$ cat src/rtl/key_char_queue_if.sv
// Keystroke/character handshake bundle between the PS/2 decoder, the key queue and the scoring counter.
interface key_char_queue_if #(
   parameter int DEPTH = 8
);
   localparam int AW = $clog2(DEPTH);

   logic          enable;
   logic          flush;
   logic          key_valid;
   logic [7:0]    last_change;
   logic [127:0]  key_down;
   logic          char_valid;
   logic [4:0]    char_code;
   logic          char_ready;
   logic [AW:0]   level;
   logic          overflow;

   modport master (
      output enable, flush, key_valid, last_change, key_down, char_ready,
      input  char_valid, char_code, level, overflow
   );

   modport slave (
      input  enable, flush, key_valid, last_change, key_down, char_ready,
      output char_valid, char_code, level, overflow
   );
endinterface

$ cat src/rtl/key_char_queue.sv
// PS/2 make events -> 5-bit character codes, buffered in a DEPTH-entry FIFO with valid/ready output.
// Optional typematic-repeat suppression enabled by defining KEYQ_REPEAT_FILTER_EN.
module key_char_queue #(
   parameter  int DEPTH = 8,
   localparam int AW    = $clog2(DEPTH)
) (
   input  logic            clk,
   input  logic            rst,
   key_char_queue_if.slave bus
);

   logic [4:0]    mem [DEPTH];
   logic [AW-1:0] wr_ptr;
   logic [AW-1:0] rd_ptr;
   logic [AW:0]   level_q;
   logic          overflow_q;

   logic [4:0]    code;
   logic          mapped;
   logic          is_down;
   logic          make_ev;
   logic          break_ev;
   logic          repeat_hit;
   logic          push_req;
   logic          push_ok;
   logic          pop;
   logic          full;
   logic          not_empty;

   always_comb begin
      code = '0;
      case (bus.last_change)
         8'h1C: code = 5'd1;
         8'h32: code = 5'd2;
         8'h21: code = 5'd3;
         8'h23: code = 5'd4;
         8'h24: code = 5'd5;
         8'h2B: code = 5'd6;
         8'h34: code = 5'd7;
         8'h33: code = 5'd8;
         8'h43: code = 5'd9;
         8'h3B: code = 5'd10;
         8'h42: code = 5'd11;
         8'h4B: code = 5'd12;
         8'h3A: code = 5'd13;
         8'h31: code = 5'd14;
         8'h44: code = 5'd15;
         8'h4D: code = 5'd16;
         8'h15: code = 5'd17;
         8'h2D: code = 5'd18;
         8'h1B: code = 5'd19;
         8'h2C: code = 5'd20;
         8'h3C: code = 5'd21;
         8'h2A: code = 5'd22;
         8'h1D: code = 5'd23;
         8'h22: code = 5'd24;
         8'h35: code = 5'd25;
         8'h1A: code = 5'd26;
         8'h29: code = 5'd27;
         8'h66: code = 5'd28;
         default: code = '0;
      endcase
   end

   // Scan codes above 7F have no key_down bit; treat them as released.
   assign is_down  = !bus.last_change[7] && bus.key_down[bus.last_change[6:0]];
   assign mapped   = (code != '0);
   assign make_ev  = bus.key_valid && is_down;
   assign break_ev = bus.key_valid && !is_down;

   assign not_empty = (level_q != '0);
   assign full      = (level_q == (AW+1)'(DEPTH));
   assign pop       = not_empty && bus.char_ready;
   assign push_req  = make_ev && mapped && bus.enable && !bus.flush && !repeat_hit;
   assign push_ok   = push_req && (!full || pop);

`ifdef KEYQ_REPEAT_FILTER_EN
   logic [4:0] last_code;

   assign repeat_hit = (code == last_code);

   always_ff @(posedge clk) begin
      if (rst || bus.flush) begin
         last_code <= '0;
      end else if (push_ok) begin
         last_code <= code;
      end else if (break_ev && mapped && code == last_code) begin
         last_code <= '0;
      end
   end
`else
   assign repeat_hit = 1'b0;
`endif

   always_ff @(posedge clk) begin
      if (push_ok) begin
         mem[wr_ptr] <= code;
      end
   end

   always_ff @(posedge clk) begin
      if (rst || bus.flush) begin
         wr_ptr     <= '0;
         rd_ptr     <= '0;
         level_q    <= '0;
         overflow_q <= 1'b0;
      end else begin
         if (push_ok) begin
            wr_ptr <= wr_ptr + AW'(1);
         end
         if (pop) begin
            rd_ptr <= rd_ptr + AW'(1);
         end
         case ({push_ok, pop})
            2'b10:   level_q <= level_q + (AW+1)'(1);
            2'b01:   level_q <= level_q - (AW+1)'(1);
            default: level_q <= level_q;
         endcase
         if (push_req && !push_ok) begin
            overflow_q <= 1'b1;
         end
      end
   end

   assign bus.char_valid = not_empty;
   assign bus.char_code  = not_empty ? mem[rd_ptr] : '0;
   assign bus.level      = level_q;
   assign bus.overflow   = overflow_q;

endmodule
$ cat src/flat_wrapper.sv
// flat-port wrapper written by rule: the top's interface ports become plain ports
module key_char_queue_flat 
#(
   parameter  int DEPTH = 8,
   localparam int AW    = $clog2(DEPTH)
)
  (clk, rst, bus_enable, bus_flush, bus_key_valid, bus_last_change, bus_key_down, bus_char_ready, bus_char_valid, bus_char_code, bus_level, bus_overflow);
  key_char_queue_if #(.DEPTH(DEPTH)) bus_i ();
  input  logic clk;
  input  logic rst;
  input wire logic [$bits(bus_i.enable)-1:0] bus_enable;
  input wire logic [$bits(bus_i.flush)-1:0] bus_flush;
  input wire logic [$bits(bus_i.key_valid)-1:0] bus_key_valid;
  input wire logic [$bits(bus_i.last_change)-1:0] bus_last_change;
  input wire logic [$bits(bus_i.key_down)-1:0] bus_key_down;
  input wire logic [$bits(bus_i.char_ready)-1:0] bus_char_ready;
  output wire logic [$bits(bus_i.char_valid)-1:0] bus_char_valid;
  output wire logic [$bits(bus_i.char_code)-1:0] bus_char_code;
  output wire logic [$bits(bus_i.level)-1:0] bus_level;
  output wire logic [$bits(bus_i.overflow)-1:0] bus_overflow;
  assign bus_i.enable = bus_enable;
  assign bus_i.flush = bus_flush;
  assign bus_i.key_valid = bus_key_valid;
  assign bus_i.last_change = bus_last_change;
  assign bus_i.key_down = bus_key_down;
  assign bus_i.char_ready = bus_char_ready;
  assign bus_char_valid = bus_i.char_valid;
  assign bus_char_code = bus_i.char_code;
  assign bus_level = bus_i.level;
  assign bus_overflow = bus_i.overflow;
  key_char_queue #(.DEPTH(DEPTH)) u_core (.clk(clk), .rst(rst), .bus(bus_i));
endmodule
$ cat config.mk
export PLATFORM = sky130hd
export DESIGN_NAME = key_char_queue_flat
export DESIGN_NICKNAME = d
export VERILOG_FILES = /design/src/rtl/key_char_queue_if.sv /design/src/rtl/key_char_queue.sv /design/src/flat_wrapper.sv
export SDC_FILE = /design/constraint.sdc
export NUM_CORES = 1
export LEC_CHECK = 0
export BUFFER_PORTS_ARGS = -buffer_cell sky130_fd_sc_hd__buf_2
export CORE_MARGIN = 5
export CORE_UTILIZATION = 32
export DETAILED_ROUTE_END_ITERATION = 16
export SETUP_SLACK_MARGIN = 0.02
export SYNTH_ARGS = -nofsm -noshare
export SYNTH_HDL_FRONTEND = slang
export SYNTH_SLANG_ARGS = --single-unit
$ cat constraint.sdc
create_clock -name clk -period 6.2 [get_ports clk]
set_clock_uncertainty 0.15 [all_clocks]
set_input_delay 1.55 -clock clk [delete_from_list [all_inputs] [get_ports clk]]
set_output_delay 1.55 -clock clk [all_outputs]
set_load 0.05 [all_outputs]
==> results of run 1 <==
[cells in the final DEF, fill, tap and decap left out, types with 8 or more instances in the layout]
cell type	synthesis	final
inv_1	9	9
mux4_1	11	11
nor2_1	24	24
buf_2	3	152
mux2i_1	17	17
edfxtp_1	40	40
buf_4	4	9
nor3_1	8	8
mux4_2	35	35
nand3_1	11	11
dfxtp_1	14	14
nand2_1	33	33
ha_1	8	8
[registers in the layout, summed over array words and instances, names as in the netlist, named ones only]
name / flops
u_core.rd_ptr: 3
u_core.mem: 40
u_core.bus.level: 4
u_core.wr_ptr: 3
u_core.bus.overflow: 1
[per-stage QoR]
step	power [W]	hold WS [ps]	area [um^2]	utilization	setup slack, ps
floorplan	0.0005026	321.3	4028	-	1008
CTS	0.0008339	334.5	5052	0.4053	1115
global route	0.0008614	376.1	5052	0.4053	858.2
global placement	0.0005609	327.6	4901	0.3932	910.6
finish	0.0008260	325.4	5052	0.4053	1114
detailed placement	0.0005638	317.7	4901	0.3932	823.1
[worst max-delay path, delay by kind of cell]
kind            cells  cell delay [ps]
mux                 3             1430
compound gates      3              700
buf+inv             3              660
simple gates        5              600
fa+ha+maj           1              220
[cell type report]
class                           count  area, um^2  area share
Inverter                           12       50.05    0.009906
Clock buffer                        5       125.1     0.02476
Sequential cell                    54        1481      0.2932
Multi-Input combinational cell    231        2326      0.4604
Tap cell                          172       215.2     0.04260
Timing Repair Buffer              161       828.3      0.1639
Clock inverter                      3       26.28    0.005201
[final timing paths]
kind	startpoint	end
worst min-delay path	u_core.bus.overflow$_SDFFE_PP0P_	u_core.bus.overflow$_SDFFE_PP0P_
worst min register to register	u_core.bus.overflow$_SDFFE_PP0P_	u_core.bus.overflow$_SDFFE_PP0P_
worst max register to register	u_core.bus.level[1]$_SDFFE_PP0P_	u_core.bus.level[3]$_SDFFE_PP0P_
worst max-delay path	bus_last_change[0]	u_core.bus.level[3]$_SDFFE_PP0P_
[kinds of logic after synthesis]
family	count (synthesis)	synth area share
buffers and inverters	34	0.05468
adders and majority gates	9	0.02982
xor gates and xnor gates	3	0.006525
muxes	65	0.3162
AOI/OAI and AO/OA	45	0.08295
and+or+nand+nor	109	0.1420
DFF	54	0.3678
[metal layers]
layer,share of wire,GRT usage
met5,0,0
met4,0.018,0.03779
met3,0.074,0.03807
met2,0.54,0.2759
met1,0.37,0.1678
[power groups by stage]
stage	clock, W	sequential [W]	combinational [W]
after floorplan	0	0.000396	0.000106
after global placement	0	0.000396	0.000165
after detailed placement	0	0.000396	0.000167
after CTS	0.000278	0.000388	0.000168
after global routing	0.000291	0.000388	0.000182
final	0.000272	0.000388	0.000166
==> impl_results.md, run 1 <==
- Min-Delay Path Class: reg -> reg
- Cells after synthesis: ~320
- Max-slew violation count: 0
- Initial drt markers: 131
- Post-Layout Cell Count: approximately 640
- DR vias: 3341
- Die X: 122.2 um
- Post-route ant nets: 0
- Synth-to-layout area growth: 25.44%
- Least-Margin Pin Slew: 864.4 ps
- Initial core utilization: 0.3231
- Maximum clock path buffer count: 2
- Post-synth EDFFs: 40
- Fin nets: 616
- TritonRoute pass-1 iters: 4
- Die Footprint: 14930 um^2
- Largest net degree at the start of global routing: 33
- # diodes: 0
- Crit-path slowest cell: mux4_1
- Setup total negative slack: 0 ps
- Yosys top cell by area: edfxtp_1
- Via/cell ratio: 5.237
- Top cells by area, synth: edfxtp_1 (30%), mux4_2 (20%), mux4_1 (7.2%)
- First-pass GRT wire length: 17380 um
- Outcome: finished clean
- Most numerous cell in the Yosys netlist: edfxtp_1
- Main flop type after synthesis: edfxtp_1
- Relative max-transition margin: 0.4177
- Asr flop ratio synth: 0
- Maximum vdd drop: between 0.1 and 0.15 mV
- Kind of critical path: in -> reg
- Pwr/cell area: approximately 160 nW/um^2
- Leak pwr: about 2.0 nW
- Max-cap violation count: 0
- Hold path depth: 1
- Avg Inst Size Synth: 12.63 um^2
- Dpl cells: 630
- Most instantiated cells after synthesis: edfxtp_1 (40), mux4_2 (35), nand2_1 (33)
- IO Pins: ~150
- Comb power frac: 0.201
- Number of global-route vias before repair: between 3000 and 4000
- CTS Buf Count: 5
- Worst-skew pair later-pin latency: a little under 300 ps
- Core region area: 12470 um^2
- Dpl hpwl: 9225 um
- DR DRC count: 0
- Crit-path cells: buf_2 -> buf_4 -> mux4_1 -> mux4_2 -> nor3b_1 -> nor4_1 -> o21ai_2 -> nand2_4 -> clkinv_4 -> ha_1 -> a21o_1 -> a21oi_1 -> nand3_1 -> mux2_4 -> nand3_2
- Post-CTS Resized: 0
- Worst EP arrival: slightly above 5000 ps
- Root buf cell: clkbuf_16
- Syn_nets: 470
- Port buffer count: approximately 150
- Minimum clock period: 5086 ps
- Synthesized cell area: 4028 um^2
- P_sw: 0.0001966 W
- Worst Setup End Kind: flip-flop
- GRT overflow: 0
- Initial antenna violation count: 0
- Clock transition at path regs: 70 ps
- GRT Overall Usage: 0.1480
- Period utilization: 0.8203
- Clock H-tree levels: 2
- TritonCTS clock tree: yes
- Number of distinct library cells after synthesis: 65
- Switch share: 0.2380
- Per-cell routed wire length: 17.28 um
- Unrepaired setup endpoints after global routing: no
- Max FO, Critical Path: 32
- Startpoint types: input port
- Fill count: 1195
- Top-area cell type share of the netlist area: 0.2982
- Post-CTS Hold Buffers: 0
- Final hold vios: 0
- Total setup buffers inserted after CTS: 0
- Internal: 0.0006294 W
- Final Wtd Congestion: 0.8818
- F_max: 196.6 MHz
- Critical Path Max Stage Delay: 640 ps
- Reg2Reg Depth: 11
- Setup-failing EPs final: 0
- CTS sink cnt: 54
- Fraction of layout cells with a size suffix above 1: 0.4742
- Part of the power in registers: 0.470
- Site Rows: 41
- Die H: roughly 120 um
- R2R Setup Slk: 3470 ps
- Synth warnings: 0
- Register area share after synthesis: 0.3678
- Clock power frac: 0.329
- DRT Wirelength: 11020 um
- Req. time, crit path: 6280 ps
- Seq cells post-synth: 54
Note: power is estimated with default switching activity, not from simulation.
==> run 2: changes to the inputs <==
- clock period: 6.2 -> 4.23 ns (I/O delays scaled with it)
==> impl_results.md, run 2 (same netlist as run 1, synthesis figures left out) <==
- Met2 Resource Use GR: 0.2901 (+0.01416)
- Reg2Reg Depth: 11 (unchanged)
- Maximum vdd drop: 0.2072 mV (+100%)
- Kind of critical path: in -> reg
- Dpl hpwl: 9699 um (+5.1%)
- Largest net degree at the start of global routing: 22 (-33%)
- P_sw: 0.0002958 W (+50%)
- Synth-to-layout area growth: 37.00%
- Startpoint types: input port
- Post-Layout Cell Count: 676 (+6.0%)
- First-pass GRT wire length: 18060 um (+3.9%)
- Final Util: 0.4426 (+0.03734)
- Number of global-route vias before repair: 3722 (+5.6%)
- Die H: 122.2 um (unchanged)
- Root buf cell: clkbuf_16
- Max FFs per register: 40 (unchanged)
- Leak pwr: 2.253 nW (+10%)
- Final hold vios: 0 (unchanged)
- Gr busiest metal: met2
- Clock H-tree levels: 2 (unchanged)
- Min-Delay Path Class: reg -> reg
- R2R Setup Slk: 1690 ps (-1780 ps)
- GRT overflow: 0 (unchanged)
- TritonCTS clock tree: yes
- Clock transition at path regs: 70 ps (about the same)
- Req. time, crit path: 4310 ps (-1970 ps)
- Reg with most FFs: u_core.mem
- IO Pins: 153 (unchanged)
- Period utilization: 0.9564
- Post-CTS Hold Buffers: 0 (unchanged)
- Hold path depth: 2 (+1)
- GRT met1 Usage: 0.1784 (+0.01060)
- CTS sink cnt: 54 (unchanged)
- Die X: 122.2 um (unchanged)
- Worst EP arrival: 4130 ps (-1040 ps)
- CTS Buf Count: 5 (unchanged)
- Dpl cells: 668 (+6.0%)
- DR DRC count: 0 (unchanged)
- Worst Setup End Kind: flip-flop
- Die Footprint: 14930 um^2 (unchanged)
- Switch share: 0.2172 (-0.02078)
- Fill count: 1161 (-2.8%)
- DRT Wirelength: 11390 um (+3.3%)
- Max-cap violation count: 0 (unchanged)
- Core region area: 12470 um^2 (unchanged)
- Area of the multi-input gates: 2426 um^2 (+4.3%)
- Max-slew violation count: 0 (unchanged)
- Minimum clock period: 4046 ps
- Per-cell routed wire length: 16.84 um (-2.5%)
- # diodes: 0 (unchanged)
- Worst-skew pair later-pin latency: 280 ps (about the same)
- Most common library cell in the layout ignoring fill and taps: buf_2
- Max FO, Critical Path: 6 (-81%)
- DR vias: 3408 (+2.0%)
- Fin nets: 654 (+6.2%)
- Initial drt markers: 149 (+14%)
- Part of the power in registers: 0.418 (-0.052)
- Port buffer count: 152 (unchanged)
- Site Rows: 41 (unchanged)
- Relative max-transition margin: 0.3671 (-0.05059)
- Fraction of layout cells with a size suffix above 1: 0.5397 (+0.06543)
- Initial antenna violation count: 0 (unchanged)
- GRT Overall Usage: 0.1522 (+0.004204)
- Grt met3 use: 0.02368 (-0.01439)
- TritonRoute pass-1 iters: 4 (unchanged)
- Most frequent cells in the layout: buf_2 (152), buf_4 (44), edfxtp_1 (40)
- Internal: 0.001066 W (+69%)
- Post-route ant nets: 0 (unchanged)
- Outcome: finished clean
- Unrepaired setup endpoints after global routing: no
- Clock power frac: 0.373 (+0.044)
- Setup-failing EPs final: 0 (unchanged)
- Initial core utilization: 0.3231 (unchanged)
- Maximum clock path buffer count: 2 (unchanged)
- Least-Margin Pin Slew: 942.1 ps (+77.77 ps)
- Comb power frac: 0.209 (+0.008)
- FF+latch area: 1481 um^2 (unchanged)
- Pwr/cell area: 246.8 nW/um^2 (+51%)
- Final Wtd Congestion: 0.8524 (-3.3%)
- Via/cell ratio: 5.041 (-3.7%)
- F_max: 247.2 MHz
run 2: cell count changes in the layout (fill, tap and decap cells not counted), sizes merged:
cell,change
buf,+38
bufinv,+2
clkinv,-2
run 2: worst paths after layout:
check | from | end
setup reg to reg | u_core.bus.level[1]$_SDFFE_PP0P_ | u_core.bus.level[3]$_SDFFE_PP0P_
setup / recovery | bus_last_change[0] | u_core.bus.level[3]$_SDFFE_PP0P_
hold reg to reg | u_core.wr_ptr[0]$_SDFFE_PP0P_ | u_core.wr_ptr[0]$_SDFFE_PP0P_
hold / removal | u_core.wr_ptr[0]$_SDFFE_PP0P_ | u_core.wr_ptr[0]$_SDFFE_PP0P_
run 2: area by class of cell:
class,count,share of cell area
Tap cell,172,0.03900
Clock inverter,3,0.01156
Multi-Input combinational cell,231,0.4397
Inverter,12,0.009977
Timing Repair Buffer,199,0.2086
Clock buffer,5,0.02268
Sequential cell,54,0.2685
run 2: critical path: stages:
cell and delay [ps]:
buf_2 150, buf_4 160, ha_1 220, mux4_2 480, a221oi_2 310, nor3_2 90
or4_4 450, o21ai_4 100, nand2_4 80, clkinv_4 60, ha_4 180, a21o_1 180
a21oi_2 160, nand3_1 90, mux2_4 300, nand3_2 50
run 2: through the flow:
stage	setup WS (ps)	hold slack [ps]	setup TNS, ps	power [W]	instance area [um^2]
3_3_place_gp	-92.42	332.0	-1870	0.0008623	5308
3_5_place_dp	-137.4	342.0	-1546	0.0008671	5308
5_1_grt	16.04	392.2	0	0.001417	5518
2_1_floorplan	-87.81	321.3	-87.81	0.0007437	4126
6_report	184.2	353.2	0	0.001362	5518
4_1_cts	157.4	351.4	0	0.001372	5497
run 2: power by group through the flow:
stage / Combinational [W] / Clock (W) / Sequential (W)
after floorplan: 0.000163 / 0 / 0.000581
after global placement: 0.000282 / 0 / 0.000581
after detailed placement: 0.000286 / 0 / 0.000581
after CTS: 0.000287 / 0.000516 / 0.000569
after global routing: 0.000311 / 0.000537 / 0.000569
final: 0.000285 / 0.000508 / 0.000569
run 2: timing repair:
action | in CTS | in global routing
endpoints found under the setup margin | 0 | 16
hold endpoints to repair | 0 | 0
setup buffers | 0 | 0
gates resized for setup | 0 | 3
run 2: metal layers:
layer,part of all wire,wire (um),vias to the layer above
met3,0.050,569,14
met4,0.018,209,0
met5,0,0,-
li1,-,-,1653
met1,0.39,4403,1620
met2,0.54,6203,121
